--- config.mk ---
export PLATFORM = sky130hd
export DESIGN_NAME = pt_stream_reader
export DESIGN_NICKNAME = d
export VERILOG_FILES = /design/src/rtl/pt_stream_reader.sv
export SDC_FILE = /design/constraint.sdc
export NUM_CORES = 1
export LEC_CHECK = 0
export CAP_MARGIN = 20
export CORE_AREA = 2 2 61 63
export DETAILED_ROUTE_END_ITERATION = 10
export DIE_AREA = 0 0 63 65
export GPL_TIMING_DRIVEN = 0
export PLACE_DENSITY = 0.83
export SLEW_MARGIN = 0
export SYNTH_ARGS = -nofsm -noshare
export SYNTH_HDL_FRONTEND = slang
export SYNTH_SLANG_ARGS = --single-unit
--- constraint.sdc ---
create_clock -name clk -period 4.6 [get_ports clk]
set_clock_uncertainty 0.2 [all_clocks]
set_input_delay 0.46 -clock clk [delete_from_list [all_inputs] [get_ports clk]]
set_output_delay 0.46 -clock clk [all_outputs]
set_load 0.02 [all_outputs]
--- src/rtl/pt_stream_reader.sv ---
// pt_stream_reader
//   Reads a length-prefixed message from the plaintext memory (address 0 =
//   length L, addresses 1..L = bytes), streams each byte over a valid/ready
//   handshake and reports whether every byte was printable.
//
// Ports
//   clk, rst     : rising-edge clock, synchronous active-high reset
//   en           : start request, honoured only while rdy=1
//   rdy          : idle / pt_ok valid
//   pt_addr      : registered read address into the plaintext memory
//   pt_rddata    : read data, valid the cycle after the address was registered
//   out_valid    : out_data holds a message byte
//   out_data     : message byte
//   out_ready    : downstream accept
//   pt_ok        : 1 when every byte of the last message was in [LO_CHAR, HI_CHAR]
module pt_stream_reader #(
    parameter logic [7:0] LO_CHAR = 8'h20,
    parameter logic [7:0] HI_CHAR = 8'h7E
) (
    input  logic       clk,
    input  logic       rst,
    input  logic       en,
    output logic       rdy,
    output logic [7:0] pt_addr,
    input  logic [7:0] pt_rddata,
    output logic       out_valid,
    output logic [7:0] out_data,
    input  logic       out_ready,
    output logic       pt_ok
);

    typedef enum logic [2:0] {
        IDLE,
        WAIT_LEN,
        LEN,
        WAIT_B,
        BYTE,
        OUT,
        FIN
    } state_t;

    state_t     state;
    logic [7:0] idx;
    logic [7:0] len;
    logic       acc;
    logic       in_range;

    assign in_range = (pt_rddata >= LO_CHAR) && (pt_rddata <= HI_CHAR);

    always_ff @(posedge clk) begin
        if (rst) begin
            state     <= IDLE;
            rdy       <= 1'b1;
            out_valid <= 1'b0;
            out_data  <= 8'h00;
            pt_addr   <= 8'h00;
            pt_ok     <= 1'b0;
            idx       <= 8'h00;
            len       <= 8'h00;
            acc       <= 1'b1;
        end else begin
            case (state)
                IDLE: begin
                    if (en) begin
                        pt_addr <= 8'h00;
                        rdy     <= 1'b0;
                        pt_ok   <= 1'b0;
                        acc     <= 1'b1;
                        state   <= WAIT_LEN;
                    end
                end
                WAIT_LEN: state <= LEN;
                LEN: begin
                    len <= pt_rddata;
                    if (pt_rddata == 8'h00) begin
                        state <= FIN;
                    end else begin
                        idx     <= 8'h01;
                        pt_addr <= 8'h01;
                        state   <= WAIT_B;
                    end
                end
                WAIT_B: state <= BYTE;
                BYTE: begin
                    out_data  <= pt_rddata;
                    out_valid <= 1'b1;
                    acc       <= acc & in_range;
                    state     <= OUT;
                end
                OUT: begin
                    if (out_ready) begin
                        out_valid <= 1'b0;
                        // compare before increment so L=255 stops at 255
                        if (idx == len) begin
                            state <= FIN;
                        end else begin
                            idx     <= idx + 8'h01;
                            pt_addr <= idx + 8'h01;
                            state   <= WAIT_B;
                        end
                    end
                end
                FIN: begin
                    pt_ok <= acc;
                    rdy   <= 1'b1;
                    state <= IDLE;
                end
                default: state <= IDLE;
            endcase
        end
    end

endmodule

==> flow_metrics.tcl, run 1 <==
set metrics [dict create \
    crit_path_max_incr_delay_ns 0.49 \
    ys_seq_area_frac 0.4073 \
    drt_iter0_markers 107 \
    post_synth.cell_area_avg_um2 9.396 \
    vias 1538 \
    cp-start-kind "input pin" \
    syn_to_final_growth_pct 21.61 \
    port_buffers 30 \
    io_pins 31 \
    hold_path_class "flip-flop to flip-flop" \
    worst_pin_slew_ns 0.6041 \
    maxSlewViolCount 0 \
    maxCapViolCount 0 \
    synthCells 204 \
    drt-total-wl_um 3732 \
    synth-seq-cells 39 \
    post_cts_buffers 0 \
    overflow 0 \
    synth_most_common_cell "dfxtp_1" \
    path_max_fanout 7 \
    outcome "complete, no violations" \
    hpwlAfterDp_um 2791 \
    vdd_drop_max_mv 0.2282 \
    slowest_stage "clkdlybuf4s50_1" \
    first_pass_iters 4 \
    crit_type "input pin to flip-flop" \
    grt_first_pass_wirelength_um 6589 \
    die_area_mm2 0.004095 \
    post_cts_resized 0 \
    core_mm2 0.003496 \
    antenna_left 0 \
    cts.sinks 39 \
    leakage_nw 0.9409 \
    hold_path_startpoint "out_data[4]" \
    end_kind "flip-flop" \
    synthTopCellsByArea "dfxtp_1 (41%), nor2_1 (4.9%), nand2_1 (4.7%)" \
    grt_pass1_vias 1422 \
    gp_congestion 0.8240 \
    rsz0062_at_grt "no" \
    cts_root_buf "clkbuf_4" \
    design_area_mm2 0.002331 \
    clkTransAtPathRegs_ns 0.12 \
    cts-htree-levels 2 \
    drc 0 \
    cts_hold_buf 0 \
    placed_area_mm2 0.002277 \
    synth_top_area_cell "dfxtp_1" \
    synth-warning-count 0 \
    yosysTopAreaCellShare 0.4073 \
    initial_core_util 0.5483 \
    yosysUniqueCellTypes 49 \
    required_ns 4.70 \
    setup_ws_ns 2.477 \
    cts_tree "built" \
    post-route-period-util 0.4614 \
    grt_antenna_before_repair 0 \
    relSlewSlack 0.5951 \
    drive_gt1_frac 0.1364 \
    via_per_inst 5.303 \
    fin_nets 254 \
    path_buf_inv 1 \
    dpl_worst_slack_ns 2.084 \
    die_y_um 65 \
    clock.fmax_mhz 471.1 \
    synth_edf_count 0 \
    synth_nets 217 \
    grt_max_degree 13 \
    cp_top_family "compound AO/OA/AOI/OAI gates" \
    synth_area_mm2 0.001917 \
    rows 22 \
    hold_viol 0 \
    crit_path_start "pt_rddata[1]" \
    p_per_area_mw_per_mm2 417.7 \
    num-fill-cells 301 \
    period_minus_slack_ns 2.123 \
    reg2reg_from "idx[4]" \
    cts_buffers 5 \
    finalSetupViolCount 0 \
    synthTopCellsByCount "dfxtp_1 (39), nor2_1 (25), nand2_1 (24), a21oi_1 (14)" \
    fp.dieW_um 63 \
    totalPowerFinal_w 0.0009736 \
    async_flop_share 0 \
    synthFlopType "dfxtp_1" \
    fin_tns_setup_ns 0 \
    wl_per_cell_um 12.87 \
    insertion_delay_ns 0.36 \
    cp.arrival_ns 2.22 \
    num_antenna_cells 0 \
    crit_path_cell_trace "clkdlybuf4s50_1 > nor4_1 > and3_2 > a22oi_2 > a21oi_2 > a22o_1" \
    cts_buffer_depth 2 \
    grt_use_total 0.2044 \
]
-- flip-flops by register name, summed over array words and instances (netlist names) --
name and cells:
pt_addr 8, pt_ok 1, idx 8, acc 1
out_valid 1, rdy 1, len 8, out_data 8
state 3
-- tightest hold or removal path, cell delays in order, from the launching register on --
cell and delay (ns):
dfxtp_1 0.33, nand2_1 0.05, a21oi_1 0.05
-- final timing paths --
kind	endpoint	slack, ns	cells past startpoint
setup reg to reg	pt_addr[1]	2.56	6
hold reg to reg	out_data[4]	0.26	2
setup / recovery	pt_addr[1]	2.48	6
hold / removal	out_data[4]	0.26	2
-- layer usage --
metal / GRT usage / vias up / wire length [µm]
met5: 0 / - / 0
met4: 0.08333 / 0 / 65
met3: 0.05729 / 7 / 128
met2: 0.3231 / 21 / 1777
met1: 0.2628 / 719 / 1759
li1: - / 791 / -
-- cells by family after synthesis --
logic type / Yosys count / share of synthesized area
compound gates: 44 / 0.1691
fa+ha+maj: 1 / 0.006526
mux: 8 / 0.04178
flops: 39 / 0.4073
buf+inv: 15 / 0.06592
xor+xnor: 15 / 0.08029
simple gates: 82 / 0.2291
-- power by group --
group / total (W) / switching (W) / internal (W)
Clock: 0.000175 / 0.000116 / 0.0000590
Combinational: 0.000387 / 0.000211 / 0.000176
Sequential: 0.000412 / 0.0000337 / 0.000379
-- through the flow --
stage | hold slack [ns] | std cells | util
2_1_floorplan | 0.2807 | 204 | -
4_1_cts | 0.2657 | 290 | 0.6668
3_3_place_gp | 0.2402 | 282 | 0.6514
6_report | 0.2597 | 290 | 0.6668
5_1_grt | 0.2799 | 290 | 0.6668
3_5_place_dp | 0.2413 | 282 | 0.6514
-- layout by cell type, fill, tap and decap left out, types with 3 or more instances in the layout --
master,instances
xor2_1,8
clkbuf_4,5
nand3_1,4
inv_1,3
mux2i_1,8
a221o_1,5
clkdlybuf4s50_1,30
nand4_1,3
xnor2_1,4
a22o_1,5
nand2_1,24
dfxtp_1,39
a21o_1,4
buf_6,7
nor2_1,25
xor2_2,3
a21oi_1,14
-- cell type report --
| class | instances | area, µm² | area share |
|---|---|---|---|
| clock buffer | 6 | 41.29 | 0.01771 |
| inverter | 3 | 11.26 | 0.004831 |
| sequential | 39 | 780.7 | 0.3349 |
| multi-input combinational | 150 | 1010 | 0.4332 |
| buffer | 12 | 115.1 | 0.04938 |
| tap | 48 | 60.06 | 0.02576 |
| timing repair buffer | 30 | 300.3 | 0.1288 |
| clock inverter | 2 | 12.51 | 0.005368 |
Power figures use the tool's default switching activity.
==> inputs of run 2 (changes only) <==
CORE_AREA = 2 2 64 66   (was 2 2 61 63)
DIE_AREA = 0 0 66 68   (was 0 0 63 65)
PLACE_DENSITY = 0.76   (was 0.83)
clock period = 2 ns   (was 4.6 ns; I/O delays follow)
==> run 2 against run 1 <==
  * Sequential share of layout area decreased by 1.1 points
  * Register-to-register slack got worse by 2.5 ns
  * Die area increased by 9.6%
  * Wire length increased by 7.4%
  * Non-clock buffer count increased by 2
  * First-iteration DRC count increased by 3.7%
  * Global-route usage decreased by 1.3 points
  * Utilization decreased by 3.9 points
  * Combinational power increased to 2.6 times the previous value
==> flow_metrics.tcl, run 2 (same netlist as run 1, synthesis figures left out) <==
set metrics [dict create \
    port_buffers 30 \
    gp_congestion 0.8131 \
    cts_buffer_depth 2 \
    p_per_area_mw_per_mm2 1025 \
    fin_tns_setup_ns 0 \
    syn_to_final_growth_pct 26.24 \
    rows 23 \
    r2r-end "pt_addr[3]" \
    cts_tree "built" \
    drive_gt1_frac 0.1680 \
    period_minus_slack_ns 1.942 \
    grt_pass1_vias 1425 \
    hold_viol 0 \
    cts.sinks 39 \
    leakage_nw 0.9679 \
    reg2regPathDepth 7 \
    outcome "complete, no violations" \
    cp-start-kind "flip-flop" \
    die_area_mm2 0.004488 \
    vdd_drop_max_mv 0.6678 \
    cp.arrival_ns 1.97 \
    num_antenna_cells 0 \
    cts_hold_buf 0 \
    relSlewSlack 0.6012 \
    holdPathEnd "pt_addr[6]" \
    clock.fmax_mhz 514.9 \
    maxCapViolCount 0 \
    via_per_inst 5.333 \
    overflow 0 \
    grt_first_pass_wirelength_um 6534 \
    die_y_um 68 \
    grt_antenna_before_repair 0 \
    r2r_setup_slack_ns 0.06 \
    hold_depth 1 \
    cts_root_buf "clkbuf_8" \
    drt_iter0_markers 111 \
    cts_buffers 5 \
    wl_per_cell_um 13.64 \
    initial_core_util 0.4971 \
    hold_path_startpoint "pt_addr[6]" \
    dpl_worst_slack_ns -0.2155 \
    antenna_left 0 \
    finalSetupViolCount 0 \
    reg2reg_from "idx[2]" \
    required_ns 2.03 \
    fin_nets 256 \
    core_mm2 0.003856 \
    maxSlewViolCount 0 \
    grt_max_degree 12 \
    crit_type "flip-flop to flip-flop" \
    grt_use_total 0.1910 \
    fin_util 0.6275 \
    vias 1568 \
    io_pins 31 \
    insertion_delay_ns 0.29 \
    final_cell_mix "dfxtp_1 (36), clkdlybuf4s50_1 (30), nor2_1 (25), nand2_1 (24), a21oi_1 (14)" \
    end_kind "flip-flop" \
    setup_ws_ns 0.05782 \
    fp.dieW_um 66 \
    worst_pin_slew_ns 0.5950 \
    cts-htree-levels 2 \
    path_max_fanout 7 \
    layout_commonest_cell "dfxtp_1" \
    hpwlAfterDp_um 2880 \
    clkTransAtPathRegs_ns 0.08 \
    post-route-period-util 0.9711 \
    drc 0 \
    hold_path_class "flip-flop to flip-flop" \
    drt-total-wl_um 4009 \
    first_pass_iters 5 \
]
## run 2: changes by cell type in the layout (fill, tap and decap cells not counted), moves of 2 or more
cell      before  now
clkbuf_4       5    0
a21oi_4        0    2
clkbuf_8       0    5
dfxtp_1       39   36
buf_4          2    5
a21oi_2        2    0
dfxtp_2        0    3
## run 2: metrics by stage
| stage | hold WS (ns) | total power, W | cells | area (µm²) |
|---|---|---|---|---|
| finish | 0.2504 | 0.002481 | 294 | 2420 |
| global route | 0.2780 | 0.002625 | 294 | 2420 |
| CTS | 0.2540 | 0.002388 | 292 | 2370 |
| detailed placement | 0.2379 | 0.001863 | 284 | 2280 |
| global placement | 0.2328 | 0.001840 | 284 | 2280 |
| floorplan | 0.1360 | 0.001649 | 204 | 1917 |
## run 2: cell type report
class	count	area, µm²
Clock buffer	7	76.32
Multi-Input combinational cell	150	1047
Inverter	3	11.26
Timing Repair Buffer	33	322.8
Clock inverter	1	5.005
Buffer	11	110.1
Sequential cell	39	784.5
Tap cell	50	62.56
Fill cell	346	1436
## run 2: repair_timing
item,4_1_cts,5_1_grt
setup buffers,0,3
pin swaps,2,6
endpoints found under the setup margin,8,16
resized for setup,2,7
## run 2: worst max path at each step
stage / slack, ns / startpoint / cells past startpoint / endpoint
3_5_place_dp: -0.22 / pt_rddata[0] / 6 / pt_addr[0]
2_1_floorplan: 0.16 / idx[3] / 6 / idx[3]
4_1_cts: -0.01 / idx[4] / 6 / idx[5]
5_1_grt: -0.02 / idx[2] / 7 / pt_addr[3]
3_3_place_gp: -0.19 / pt_rddata[5] / 6 / idx[5]
6_report: 0.06 / idx[2] / 7 / pt_addr[3]
## run 2: where the power goes
part	switching [W]	internal (W)	leakage, nW
clock network	0.000273	0.000245	0.0422
registers	0.0000799	0.000873	0.317
logic	0.000539	0.000471	0.608
total	0.000892	0.00159	0.968
## run 2: routing by layer
metal | GRT usage | vias up | wire (µm)
met5 | 0 | - | 0
met4 | 0.05357 | 0 | 46
met3 | 0.05921 | 4 | 142
met2 | 0.3144 | 34 | 1939
met1 | 0.2436 | 736 | 1881
li1 | - | 794 | -
## run 2: worst max-delay path, stage by stage, from the launching register on
cell     delay [ns]
dfxtp_1        0.31
buf_6          0.13
xor2_1         0.16
nor4_4         0.24
buf_4          0.18
nand4_1        0.15
a21oi_4        0.31
a22o_1         0.19
==> inputs of run 3 (changes only) <==
PLACE_DENSITY = not set   (was 0.76)
PLACE_DENSITY_LB_ADDON = 0.15   (was not set)
SKIP_LAST_GASP = 1   (was not set)
TNS_END_PERCENT = 100   (was not set)
==> run 3 against run 2 <==
  * Maximum frequency down 1.8%
  * Critical path type unchanged
  * Largest power group unchanged
  * Wire length rose by 7.2%
  * Register-to-register slack worse by 0.04 ns
  * Die area unchanged
  * Critical path depth is 1 lower
  * Sequential share of layout area shrank 0.40 points
==> flow_metrics.tcl, run 3 (same netlist as run 1, synthesis figures left out) <==
set metrics [dict create \
    cp.depth 6 \
    worst_pin_slew_ns 0.5882 \
    grt_max_degree 12 \
    drt_iter0_markers 89 \
    insertion_delay_ns 0.29 \
    drt-total-wl_um 4298 \
    required_ns 1.98 \
    switching_share 0.3566 \
    drive_gt1_frac 0.1870 \
    combPwrFrac 0.422 \
    grt_use_total 0.1876 \
    initial_core_util 0.4971 \
    fin_nets 259 \
    crit_path_start "state[1]" \
    num_antenna_cells 0 \
    seqPwrFrac 0.369 \
    p_switching_w 0.0009224 \
    power.internal_w 0.001664 \
    path_buf_inv 1 \
    die_area_mm2 0.004488 \
    cts_root_buf "clkbuf_8" \
    design_area_mm2 0.002450 \
    maxSlewViolCount 0 \
    relSlewSlack 0.6057 \
    fin_tns_setup_ns 0 \
    io_pins 31 \
    cp.arrival_ns 1.95 \
    wl_per_cell_um 14.52 \
    die_y_um 68 \
    hpwlAfterDp_um 2910 \
    finalSetupViolCount 0 \
    post-route-period-util 0.9889 \
    grt_pass1_vias 1364 \
    fp.dieW_um 66 \
    grt_antenna_before_repair 0 \
    r2r_setup_slack_ns 0.02 \
    crit_type "flip-flop to flip-flop" \
    final_cell_mix "dfxtp_1 (36), clkdlybuf4s50_1 (30), nor2_1 (25), nand2_1 (24), a21oi_1 (14)" \
    cts.sinks 39 \
    cp_top_family "compound AO/OA/AOI/OAI gates" \
    layout_commonest_cell "dfxtp_1" \
    period_minus_slack_ns 1.978 \
    drc 0 \
    cts-htree-levels 2 \
    rows 23 \
    gp_congestion 0.7936 \
    via_per_inst 5.368 \
    core_mm2 0.003856 \
    syn_to_final_growth_pct 27.81 \
    first_pass_iters 5 \
    worstSetupEndpoint "pt_addr[0]" \
    slowest_stage "a221o_1" \
    reg2regPathDepth 6 \
    outcome "complete, no violations" \
    maxCapViolCount 0 \
    clkTransAtPathRegs_ns 0.08 \
    path_max_fanout 10 \
    p_per_area_mw_per_mm2 1056 \
    hold_path_class "flip-flop to flip-flop" \
    cts_buffer_depth 2 \
    leakage_nw 0.9863 \
    hold_viol 0 \
    overflow 0 \
    clkPwrFrac 0.209 \
    placed_area_mm2 0.002280 \
    cts_tree "built" \
    dpl_worst_slack_ns -0.2277 \
    rsz0062_at_grt "yes" \
    cp-start-kind "flip-flop" \
    grt_first_pass_wirelength_um 6285 \
    antenna_left 0 \
    crit_path_max_incr_delay_ns 0.37 \
    r2r-end "pt_addr[0]" \
    end_kind "flip-flop" \
    clock.fmax_mhz 505.6 \
    hold_slack_ns 0.2578 \
    port_buffers 30 \
    cts_buffers 5 \
    setup_ws_ns 0.02224 \
    vdd_drop_max_mv 0.5348 \
    vias 1589 \
    crit_path_cell_trace "buf_6 > and2b_2 > nand3_2 > a22oi_2 > a21oi_4 > a221o_1" \
    reg2reg_from "state[1]" \
]
## run 3: cell types whose count changed in the layout (fill, tap and decap cells not counted)
cell | previous run | this run
and2b_2 | 0 | 1
clkbuf_1 | 3 | 1
buf_4 | 5 | 8
and2b_1 | 1 | 0
clkbuf_8 | 5 | 6
## run 3: timing repair
| action | 4_1_cts | 5_1_grt |
|---|---|---|
| setup endpoints to repair | 8 | 17 |
| cloned | 0 | 0 |
| endpoints found under the hold margin | 0 | 0 |
| buffers inserted | 0 | 6 |
| resized for setup | 2 | 8 |
| pin swaps | 1 | 7 |
| hold buffers | 0 | 0 |
## run 3: per-layer routing
metal  share of wire  vias to the layer above  track usage
li1                -                      790            -
met1            0.45                      746       0.2382
met2            0.48                       45       0.3056
met3           0.053                        8      0.05428
met4           0.016                        0      0.06888
met5               0                        -            0
## run 3: cell type report
class	instances	area (µm²)
fill	335	1406
tap	50	62.56
inverter	3	11.26
clock inverter	1	5.005
buffer	11	110.1
sequential	39	784.5
clock buffer	6	82.58
multi-input combinational	150	1049
timing repair buffer	36	345.3
## run 3: worst register-to-register path, delay by kind of cell (launching register included)
| kind | cells | cell delay (ns) |
|---|---|---|
| AOI/OAI and AO/OA | 3 | 0.77 |
| and+or+nand+nor | 2 | 0.43 |
| DFF | 1 | 0.32 |
| buffers and inverters | 1 | 0.13 |
## run 3: through the flow
step | std cells | util | total power [W]
2_1_floorplan | 204 | - | 0.001649
3_3_place_gp | 284 | 0.5912 | 0.001846
3_5_place_dp | 284 | 0.5912 | 0.001864
4_1_cts | 291 | 0.6162 | 0.002412
5_1_grt | 296 | 0.6353 | 0.002735
6_report | 296 | 0.6353 | 0.002587
## run 3: how the worst min path moves through the flow
stage,to,slack [ns],from,depth (start not counted)
3_5_place_dp,pt_addr[7],0.25,pt_addr[7],1
6_report,out_data[1],0.26,out_data[1],2
5_1_grt,out_data[1],0.28,out_data[1],2
2_1_floorplan,out_data[0],0.14,pt_rddata[0],2
3_3_place_gp,pt_addr[6],0.24,pt_addr[6],1
4_1_cts,out_data[1],0.26,out_data[1],2
## run 3: power groups by stage
stage / clock [W] / combinational [W] / sequential, W
5_1_grt: 0.000586 / 0.00118 / 0.000967
3_3_place_gp: 0 / 0.000883 / 0.000963
3_5_place_dp: 0 / 0.000896 / 0.000967
4_1_cts: 0.000551 / 0.000909 / 0.000952
6_report: 0.000542 / 0.00109 / 0.000953
2_1_floorplan: 0 / 0.000666 / 0.000983
